<file path="src/rtl/calc_cmd_arbiter_if.sv">
// Command arbiter bus: two request sources and calculator status in,
// accept pulses, calculator command and state flags out.
interface calc_cmd_arbiter_if;
    logic [1:0] req;
    logic [3:0] cmd0;
    logic [3:0] cmd1;
    logic [1:0] status_in;
    logic       clear;
    logic [1:0] ack;
    logic [3:0] cmd_out;
    logic       busy;
    logic       err;
    logic       tmo;
    logic       last_src;

    modport master (
        output req, cmd0, cmd1, status_in, clear,
        input  ack, cmd_out, busy, err, tmo, last_src
    );

    modport slave (
        input  req, cmd0, cmd1, status_in, clear,
        output ack, cmd_out, busy, err, tmo, last_src
    );
endinterface

</file>
<file path="src/rtl/calc_cmd_arbiter.sv">
// Round-robin arbiter between a keypad (source 0) and a host (source 1)
// feeding one calculator command input. A granted command is driven for a
// single ISSUE cycle, then the arbiter waits for the calculator to report
// ready again. Optional feature: define CALC_ARB_TIMEOUT_EN to turn a WAIT
// that never sees ready into an error with a sticky tmo flag.
module calc_cmd_arbiter #(
    parameter logic [3:0] IDLE_CMD = 4'd13,
    parameter int         SETTLE   = 2,
    parameter int         TIMEOUT  = 64
) (
    input  logic              clock,
    input  logic              reset,
    calc_cmd_arbiter_if.slave bus
);
    typedef enum logic [1:0] {
        ST_IDLE  = 2'd0,
        ST_ISSUE = 2'd1,
        ST_WAIT  = 2'd2,
        ST_ERR   = 2'd3
    } state_t;

    localparam logic [1:0] STAT_ERROR = 2'b00;
    localparam logic [1:0] STAT_READY = 2'b10;
    localparam logic [7:0] SETTLE_C   = SETTLE[7:0];
    localparam logic [7:0] CNT_MAX    = 8'd255;

    state_t     state_q, state_d;
    logic       ptr_q, ptr_d;
    logic [7:0] cnt_q, cnt_d;
    logic [3:0] cmd_q, cmd_d;
    logic       src_q, src_d;
    logic       win_s;

    logic [1:0] ack_q, ack_d;
    logic [3:0] cmd_out_q, cmd_out_d;
    logic       busy_q, busy_d;
    logic       err_q, err_d;
    logic       last_src_q, last_src_d;

`ifdef CALC_ARB_TIMEOUT_EN
    localparam logic [7:0] TIMEOUT_C = TIMEOUT[7:0];
    logic tmo_q, tmo_d;
`else
    logic [7:0] unused_timeout_s;
    assign unused_timeout_s = TIMEOUT[7:0];
`endif

    // Next-state, arbitration and output decode; outputs are derived from
    // the next state so they register in the same cycle the state changes.
    always_comb begin
        state_d = state_q;
        ptr_d   = ptr_q;
        cnt_d   = cnt_q;
        cmd_d   = cmd_q;
        src_d   = src_q;
`ifdef CALC_ARB_TIMEOUT_EN
        tmo_d   = tmo_q;
`endif
        // preferred source wins if it requests, otherwise the other one
        win_s   = bus.req[ptr_q] ? ptr_q : ~ptr_q;

        case (state_q)
            ST_IDLE: begin
                if (bus.status_in == STAT_ERROR) begin
                    state_d = ST_ERR;
                end else if ((bus.status_in == STAT_READY) && (bus.req != 2'b00)) begin
                    src_d   = win_s;
                    cmd_d   = win_s ? bus.cmd1 : bus.cmd0;
                    state_d = ST_ISSUE;
                end else begin
                    state_d = ST_IDLE;
                end
            end
            ST_ISSUE: begin
                // completes unconditionally, even on an error status
                ptr_d   = ~src_q;
                cnt_d   = 8'd0;
                state_d = ST_WAIT;
            end
            ST_WAIT: begin
                cnt_d = (cnt_q == CNT_MAX) ? cnt_q : (cnt_q + 8'd1);
                if (bus.status_in == STAT_ERROR) begin
                    state_d = ST_ERR;
                end else if ((bus.status_in == STAT_READY) && (cnt_q >= SETTLE_C)) begin
                    state_d = ST_IDLE;
`ifdef CALC_ARB_TIMEOUT_EN
                end else if (cnt_q >= TIMEOUT_C) begin
                    state_d = ST_ERR;
                    tmo_d   = 1'b1;
`endif
                end else begin
                    state_d = ST_WAIT;
                end
            end
            ST_ERR: begin
                if (bus.clear) begin
                    state_d = ST_IDLE;
                end else begin
                    state_d = ST_ERR;
                end
            end
            default: begin
                state_d = ST_IDLE;
            end
        endcase

        ack_d      = 2'b00;
        cmd_out_d  = IDLE_CMD;
        busy_d     = 1'b0;
        err_d      = 1'b0;
        last_src_d = last_src_q;
        case (state_d)
            ST_ISSUE: begin
                ack_d      = src_d ? 2'b10 : 2'b01;
                cmd_out_d  = cmd_d;
                busy_d     = 1'b1;
                last_src_d = src_d;
            end
            ST_WAIT: begin
                busy_d = 1'b1;
            end
            ST_ERR: begin
                err_d = 1'b1;
            end
            default: begin
                busy_d = 1'b0;
            end
        endcase
    end

    // State, arbitration pointer, wait counter and registered outputs.
    always_ff @(posedge clock or negedge reset) begin
        if (!reset) begin
            state_q    <= ST_IDLE;
            ptr_q      <= 1'b0;
            cnt_q      <= 8'd0;
            cmd_q      <= IDLE_CMD;
            src_q      <= 1'b0;
            ack_q      <= 2'b00;
            cmd_out_q  <= IDLE_CMD;
            busy_q     <= 1'b0;
            err_q      <= 1'b0;
            last_src_q <= 1'b0;
        end else begin
            state_q    <= state_d;
            ptr_q      <= ptr_d;
            cnt_q      <= cnt_d;
            cmd_q      <= cmd_d;
            src_q      <= src_d;
            ack_q      <= ack_d;
            cmd_out_q  <= cmd_out_d;
            busy_q     <= busy_d;
            err_q      <= err_d;
            last_src_q <= last_src_d;
        end
    end

`ifdef CALC_ARB_TIMEOUT_EN
    // Sticky timeout flag, cleared only by reset.
    always_ff @(posedge clock or negedge reset) begin
        if (!reset) begin
            tmo_q <= 1'b0;
        end else begin
            tmo_q <= tmo_d;
        end
    end
    assign bus.tmo = tmo_q;
`else
    assign bus.tmo = 1'b0;
`endif

    assign bus.ack      = ack_q;
    assign bus.cmd_out  = cmd_out_q;
    assign bus.busy     = busy_q;
    assign bus.err      = err_q;
    assign bus.last_src = last_src_q;
endmodule

</file>
<file path="src/flat_wrapper.sv">
// flat-port wrapper written by rule: the top's interface ports become plain ports
module calc_cmd_arbiter_flat 
#(
    parameter logic [3:0] IDLE_CMD = 4'd13,
    parameter int         SETTLE   = 2,
    parameter int         TIMEOUT  = 64
)
  (clock, reset, bus_req, bus_cmd0, bus_cmd1, bus_status_in, bus_clear, bus_ack, bus_cmd_out, bus_busy, bus_err, bus_tmo, bus_last_src);
  calc_cmd_arbiter_if bus_i ();
  input  logic clock;
  input  logic reset;
  input wire logic [$bits(bus_i.req)-1:0] bus_req;
  input wire logic [$bits(bus_i.cmd0)-1:0] bus_cmd0;
  input wire logic [$bits(bus_i.cmd1)-1:0] bus_cmd1;
  input wire logic [$bits(bus_i.status_in)-1:0] bus_status_in;
  input wire logic [$bits(bus_i.clear)-1:0] bus_clear;
  output wire logic [$bits(bus_i.ack)-1:0] bus_ack;
  output wire logic [$bits(bus_i.cmd_out)-1:0] bus_cmd_out;
  output wire logic [$bits(bus_i.busy)-1:0] bus_busy;
  output wire logic [$bits(bus_i.err)-1:0] bus_err;
  output wire logic [$bits(bus_i.tmo)-1:0] bus_tmo;
  output wire logic [$bits(bus_i.last_src)-1:0] bus_last_src;
  assign bus_i.req = bus_req;
  assign bus_i.cmd0 = bus_cmd0;
  assign bus_i.cmd1 = bus_cmd1;
  assign bus_i.status_in = bus_status_in;
  assign bus_i.clear = bus_clear;
  assign bus_ack = bus_i.ack;
  assign bus_cmd_out = bus_i.cmd_out;
  assign bus_busy = bus_i.busy;
  assign bus_err = bus_i.err;
  assign bus_tmo = bus_i.tmo;
  assign bus_last_src = bus_i.last_src;
  calc_cmd_arbiter #(.IDLE_CMD(IDLE_CMD), .SETTLE(SETTLE), .TIMEOUT(TIMEOUT)) u_core (.clock(clock), .reset(reset), .bus(bus_i));
endmodule
</file>
<file path="config.mk">
export PLATFORM = sky130hd
export DESIGN_NAME = calc_cmd_arbiter_flat
export DESIGN_NICKNAME = d
export VERILOG_FILES = /design/src/rtl/calc_cmd_arbiter_if.sv /design/src/rtl/calc_cmd_arbiter.sv /design/src/flat_wrapper.sv
export SDC_FILE = /design/constraint.sdc
export NUM_CORES = 1
export LEC_CHECK = 0
export CORE_MARGIN = 3
export CORE_UTILIZATION = 51
export DETAILED_ROUTE_END_ITERATION = 10
export PLACE_DENSITY_LB_ADDON = 0.08
export SYNTH_ARGS = -nofsm -noshare
export SYNTH_HDL_FRONTEND = slang
export SYNTH_SLANG_ARGS = --single-unit
export TNS_END_PERCENT = 10
</file>
<file path="constraint.sdc">
create_clock -name clock -period 2.4 [get_ports clock]
set_input_delay 0.48 -clock clock [delete_from_list [all_inputs] [get_ports clock]]
set_output_delay 0.48 -clock clock [all_outputs]
set_load 0.01 [all_outputs]
</file>
==> results of run 1 <==
==> cell families (layout without fill, tap and decap cells) <==
group                      count (synthesis)  count (layout)  share of synthesized area (%)
other                                      1               1                          0.268
adders and majority gates                  4               4                           3.57
and+or+nand+nor                           56              56                           23.8
AOI/OAI and AO/OA                         46              46                           22.7
buffers and inverters                     14              43                           4.47
DFF                                       25              25                           45.2
==> cells in the mapped netlist (all sizes together) <==
library cell / number
o311ai: 1
and3: 2
nor2: 12
a41oi: 2
o31ai: 1
conb: 1
nor4b: 1
o31a: 1
o2bb2ai: 1
inv: 5
a32oi: 3
and4: 2
nor4: 3
a2bb2oi: 1
o21ai: 8
a221oi: 1
or2: 1
a211oi: 2
nand2b: 6
a31oi: 8
o21a: 2
and2: 1
clkbuf: 2
a211o: 1
ha: 4
a21oi: 10
a311oi: 2
a21o: 1
o211ai: 1
buf: 7
dfrtp: 19
dfstp: 6
and3b: 1
nand2: 9
nand3: 9
nor3b: 2
nor2b: 2
nor3: 1
or4b: 1
nand4: 3
==> path summary, 6_finish.rpt <==
| path | startpoint | endpoint | depth (start not counted) | slack (ns) |
|---|---|---|---|---|
| min reg2reg | u_core.cmd_q[2]$_DFF_PN1_ | u_core.bus.cmd_out[2]$_DFF_PN1_ | 2 | 0.52 |
| min | reset | u_core.bus.cmd_out[1]$_DFF_PN0_ | 2 | 0.52 |
| max | bus_status_in[1] | u_core.bus.cmd_out[3]$_DFF_PN1_ | 8 | 0.28 |
| max reg2reg | u_core.cnt_q[0]$_DFFE_PN0P_ | u_core.bus.cmd_out[3]$_DFF_PN1_ | 10 | 0.37 |
| max in group asynchronous | reset | u_core.cmd_q[2]$_DFF_PN1_ | 2 | 1.60 |
| min in group clock | u_core.cmd_q[2]$_DFF_PN1_ | u_core.bus.cmd_out[2]$_DFF_PN1_ | 2 | 0.52 |
==> registers in the layout (all words and copies together) (netlist names) <==
name and cells:
u_core.bus.cmd_out 4, u_core.cnt_q 8, u_core.bus.err 1, u_core.src_q 1, u_core.ptr_q 1, u_core.bus.busy 1, u_core.state_q 2, u_core.bus.ack 2
u_core.cmd_q 4, u_core.bus.last_src 1
==> metrics by stage <==
step                      cell area (um^2)  setup WS (ns)  cells  total power [mW]  TNS [ns]
after CTS                             1730          0.268    205              1.67         0
final                                 1730          0.276    205              1.67         0
after detailed placement              1710        -0.0282    201              1.49   -0.0671
after global routing                  1730          0.139    205              1.80         0
after global placement                1710         0.0621    201              1.45         0
after floorplan                       1400          0.376    146              1.20         0
==> metal layers <==
metal  track usage [%]  up-vias  part of all wire (%)  routed length (um)
met4              4.97        0                  0.91                  29
li1                  -      607                     -                   -
met2              33.7       42                    47                1500
met1              27.8      619                    46                1480
met3              3.73        4                   5.6                 178
met5                 0        -                     0                   0
==> power groups by stage <==
stage	Sequential [mW]	Combinational, mW	Clock (mW)
after floorplan	0.716	0.489	0
after global placement	0.727	0.726	0
after detailed placement	0.734	0.754	0
after CTS	0.725	0.758	0.188
after global routing	0.753	0.845	0.205
final	0.729	0.759	0.184
==> cells in the final DEF, fill, tap and decap left out, types with 3 or more instances in the layout <==
cell type | Yosys | final
a21oi_1 | 10 | 10
a31oi_1 | 8 | 8
a32oi_1 | 3 | 3
buf_4 | 1 | 11
clkbuf_4 | 0 | 3
clkdlybuf4s50_1 | 0 | 23
dfrtp_1 | 19 | 19
dfstp_2 | 6 | 6
ha_1 | 4 | 4
inv_1 | 5 | 5
nand2_1 | 9 | 9
nand2b_1 | 6 | 6
nand3_1 | 9 | 9
nand4_1 | 3 | 3
nor2_1 | 11 | 11
nor4_1 | 3 | 3
o21ai_0 | 7 | 7
==> layout make-up <==
| class | count | area share [%] |
|---|---|---|
| Timing Repair Buffer | 34 | 18.1 |
| Sequential cell | 25 | 36.5 |
| Tap cell | 30 | 2.17 |
| Clock buffer | 4 | 1.52 |
| Inverter | 5 | 1.08 |
| Multi-Input combinational cell | 107 | 40.6 |
==> results.toml, run 1 <==
[route]
route.detailed.drc = 0
final_antenna_net_count = 0
routedWlPerCell_um = 15.6
finalWirelength_um = 3190
avgViaCountPerCell = 6.20
drt_iter0_drc = 90
dr.pass1.iters = 4
vias = 1272

[layout]
area_delta_synth_final_pct = 23.8
n_antenna_cell = 0
seq_area_um2 = 633
drive_gt1_share_pct = 14.9
finalNetCount = 195
multi_input_area_um2 = 704
fillerInstances = 212
finalCoreUtilization_pct = 68.1

[yosys]
postSynthAreaPerCell_um2 = 9.59
syn_area_mm2 = 0.00140
seq_area_frac_synth_pct = 45.2
synth_top_cell_area_share_pct = 34.0
yosys-top-cells-area = "dfrtp_1 34%, dfstp_2 11%, a21oi_1 3.6%"
synthCells = 146
ys_warn_count = 0
synth_top_area_cell = "dfrtp_1"
netlist-cell-type-count = 44
ys_ff_latch = 25
synth_fp_nets = 165

[clock_tree]
root_buffer = "clkbuf_4"
clkLatencyLatePin_ns = 0.31
clockBufferDepth = 2
h-tree-depth = 1
clkTransAtPathRegs_ns = 0.13
cts_buffers = 3
cts_tree = "yes"
clkSinkCount = 25
cts_resized = 0
post_cts_buffers = 0
holdBufCountCts = 0

[setup_path]
crit_path_start_kind = "input port"
crit_arrival_ns = 2.35
critPathMaxStageDelay_ns = 0.49
cp_slowest_cell = "or4b_4"
critical-path-top-delay-family = "simple AND/OR/NAND/NOR gates"
crit_path_end_kind = "register"
required_ns = 2.63
path_max_fanout = 3
critPathBufInv = 2
cp_cell_sequence = "clkdlybuf4s50_1 -> or4b_4 -> nor2_4 -> a211o_1 -> ha_1 -> inv_1 -> nor3_2 -> a32oi_1"
criticalPathCategory = "in -> reg"

[placed_design]
io_buffer_count = 23
dpl.hpwl_um = 2390
place.gp.congestion = 0.911

[grt]
antenna_found_initial = 0
gr-usage-all-layers_pct = 20.4
grt_pass1_wl_um = 5530
grt_max_degree = 26
first_global_vias = 1219
overflow = 0

[power_and_ir_drop]
comb_power_share_pct = 45.4
p_switching_mw = 0.656
ir_worst_vdd_v = 0.000715
pwr-share-clk_pct = 11.0
leakage_nw = 0.707
p_int_mw = 1.02
swShare_pct = 39.3
pwr-share-seq_pct = 43.6
powerDensity_mw_per_mm2 = 965

[floorplanning]
core-area_mm2 = 0.00254
initial_utilization_pct = 55.0
io-pin-count = 25
dieArea_mm2 = 0.00341
die_h_um = 58.4
num_rows = 18
die_x_um = 58.4

[timing]
finalMaxSlewViolations = 0
rsz0062_at_grt = "false"
setup_viol = 0
fmax_mhz = 471
min_period_over_period_pct = 88.5
hold_ws_ns = 0.515
hold_viol = 0
clock_skew_ns = 0.00481
period_minus_slack_ns = 2.12

[flow_run]
cap_violations = 0

[outcome]
status = "completed"

[hold_path]
hold_class = "in -> async"
No activity file was read; power rests on OpenSTA's default activity.
==> run 2: changes to the inputs <==
==> constraint.sdc (replaced) <==
create_clock -name clock -period 2.4 [get_ports clock]
set_input_delay 0.36 -clock clock [delete_from_list [all_inputs] [get_ports clock]]
set_output_delay 0.36 -clock clock [all_outputs]
set_load 0.01 [all_outputs]
==> results.toml, run 2 (same netlist as run 1, synthesis figures left out) <==
[placed_design]
pre_cts_ws_ns = -0.0411
io_buffer_count = 23
dpl.hpwl_um = 2440
dpl_cell_area_mm2 = 0.00169
place.gp.congestion = 0.909

[floorplanning]
io-pin-count = 25
die_x_um = 58.4
core-area_mm2 = 0.00254
num_rows = 18
die_h_um = 58.4
initial_utilization_pct = 55.0
dieArea_mm2 = 0.00341

[route]
vias = 1229
finalWirelength_um = 3250
final_antenna_net_count = 0
drt_iter0_drc = 55
avgViaCountPerCell = 6.05
routedWlPerCell_um = 16.0
route.detailed.drc = 0
dr.pass1.iters = 4

[layout]
area_delta_synth_final_pct = 22.8
largest_reg_flops = 8
layout_commonest_cell = "clkdlybuf4s50_1"
design_area_mm2 = 0.00172
finalNetCount = 193
layout_common_cells = "23 x clkdlybuf4s50_1, 19 x dfrtp_1, 11 x nor2_1"
n_antenna_cell = 0
drive_gt1_share_pct = 14.5
top_register = "u_core.cnt_q"

[grt]
overflow = 0
antenna_found_initial = 0
grt_pass1_wl_um = 5740
first_global_vias = 1254
grt_max_degree = 26
gr-usage-all-layers_pct = 21.7

[timing]
finalMaxSlewViolations = 0
fin_ws_ns = 0.306
min_period_over_period_pct = 87.3
hold_ws_ns = 0.380
rsz0062_at_grt = "false"
hold_viol = 0
tns_ns = 0
fmax_mhz = 477
clock_skew_ns = 0.00989
period_minus_slack_ns = 2.09
setup_viol = 0

[power_and_ir_drop]
leakage_nw = 0.700
fin_total_pwr_mw = 1.66
ir_worst_vdd_v = 0.000707
powerDensity_mw_per_mm2 = 966

[clock_tree]
cts_tree = "yes"
holdBufCountCts = 0
clkSinkCount = 25
root_buffer = "clkbuf_4"
cts_resized = 0
h-tree-depth = 1
cts_buffers = 3
clkLatencyLatePin_ns = 0.32
clockBufferDepth = 2
clkTransAtPathRegs_ns = 0.14
post_cts_buffers = 0

[setup_path]
crit_path_end_kind = "register"
crit_arrival_ns = 2.33
required_ns = 2.63
rr_worst_depth = 10
cp-startpoint = "bus_status_in[1]"
path_max_fanout = 3
crit_path_start_kind = "input port"
worstReg2RegStart = "u_core.cnt_q[0]$_DFFE_PN0P_"
criticalPathCategory = "in -> reg"

[flow_run]
cap_violations = 0

[hold_path]
hold_class = "in -> async"

[outcome]
status = "completed"
[run 2: cell types whose count changed in the layout (fill, tap and decap cells not counted)]
cell      change
buf_4         -2
clkbuf_1      -1
clkinv_2      +1
[run 2: area by class of cell]
type	count	area, um^2
clock buffer	3	22.5
clock inverter	1	5.00
fill	211	826
inverter	5	18.8
multi-input combinational	107	704
sequential	25	633
tap	30	37.5
timing repair buffer	32	298
[run 2: critical path, cell delays in order]
cell             delay, ns
clkdlybuf4s50_1       0.48
or4b_4                0.52
nor2_4                0.14
a211o_1               0.15
ha_1                  0.19
inv_1                 0.07
nor3_2                0.27
a32oi_1               0.15
[run 2: layer usage]
| metal | vias to the layer above | wire length, um | track usage [%] |
|---|---|---|---|
| met1 | 591 | 1460 | 28.8 |
| met4 | 0 | 50 | 10.3 |
| li1 | 602 | - | - |
| met5 | - | 0 | 0 |
| met3 | 6 | 141 | 3.29 |
| met2 | 30 | 1600 | 34.6 |
[run 2: path summary, 6_finish.rpt]
path	end	slack, ns
min in group clock	u_core.bus.cmd_out[2]$_DFF_PN1_	0.52
worst min-delay path	u_core.bus.ack[1]$_DFF_PN0_	0.38
worst max register to register	u_core.bus.cmd_out[0]$_DFF_PN1_	0.34
max in group asynchronous	u_core.bus.cmd_out[3]$_DFF_PN1_	1.72
worst min register to register	u_core.bus.cmd_out[2]$_DFF_PN1_	0.52
worst max-delay path	u_core.bus.cmd_out[3]$_DFF_PN1_	0.31
[run 2: power breakdown]
group	total (mW)	switching [mW]	internal [mW]
Combinational	0.746	0.398	0.348
Clock	0.189	0.126	0.0623
Sequential	0.727	0.133	0.594
[run 2: metrics by stage]
step | util, % | std cells
floorplan | - | 146
global placement | 66.5 | 199
detailed placement | 66.5 | 199
CTS | 67.6 | 203
global route | 67.6 | 203
finish | 67.6 | 203
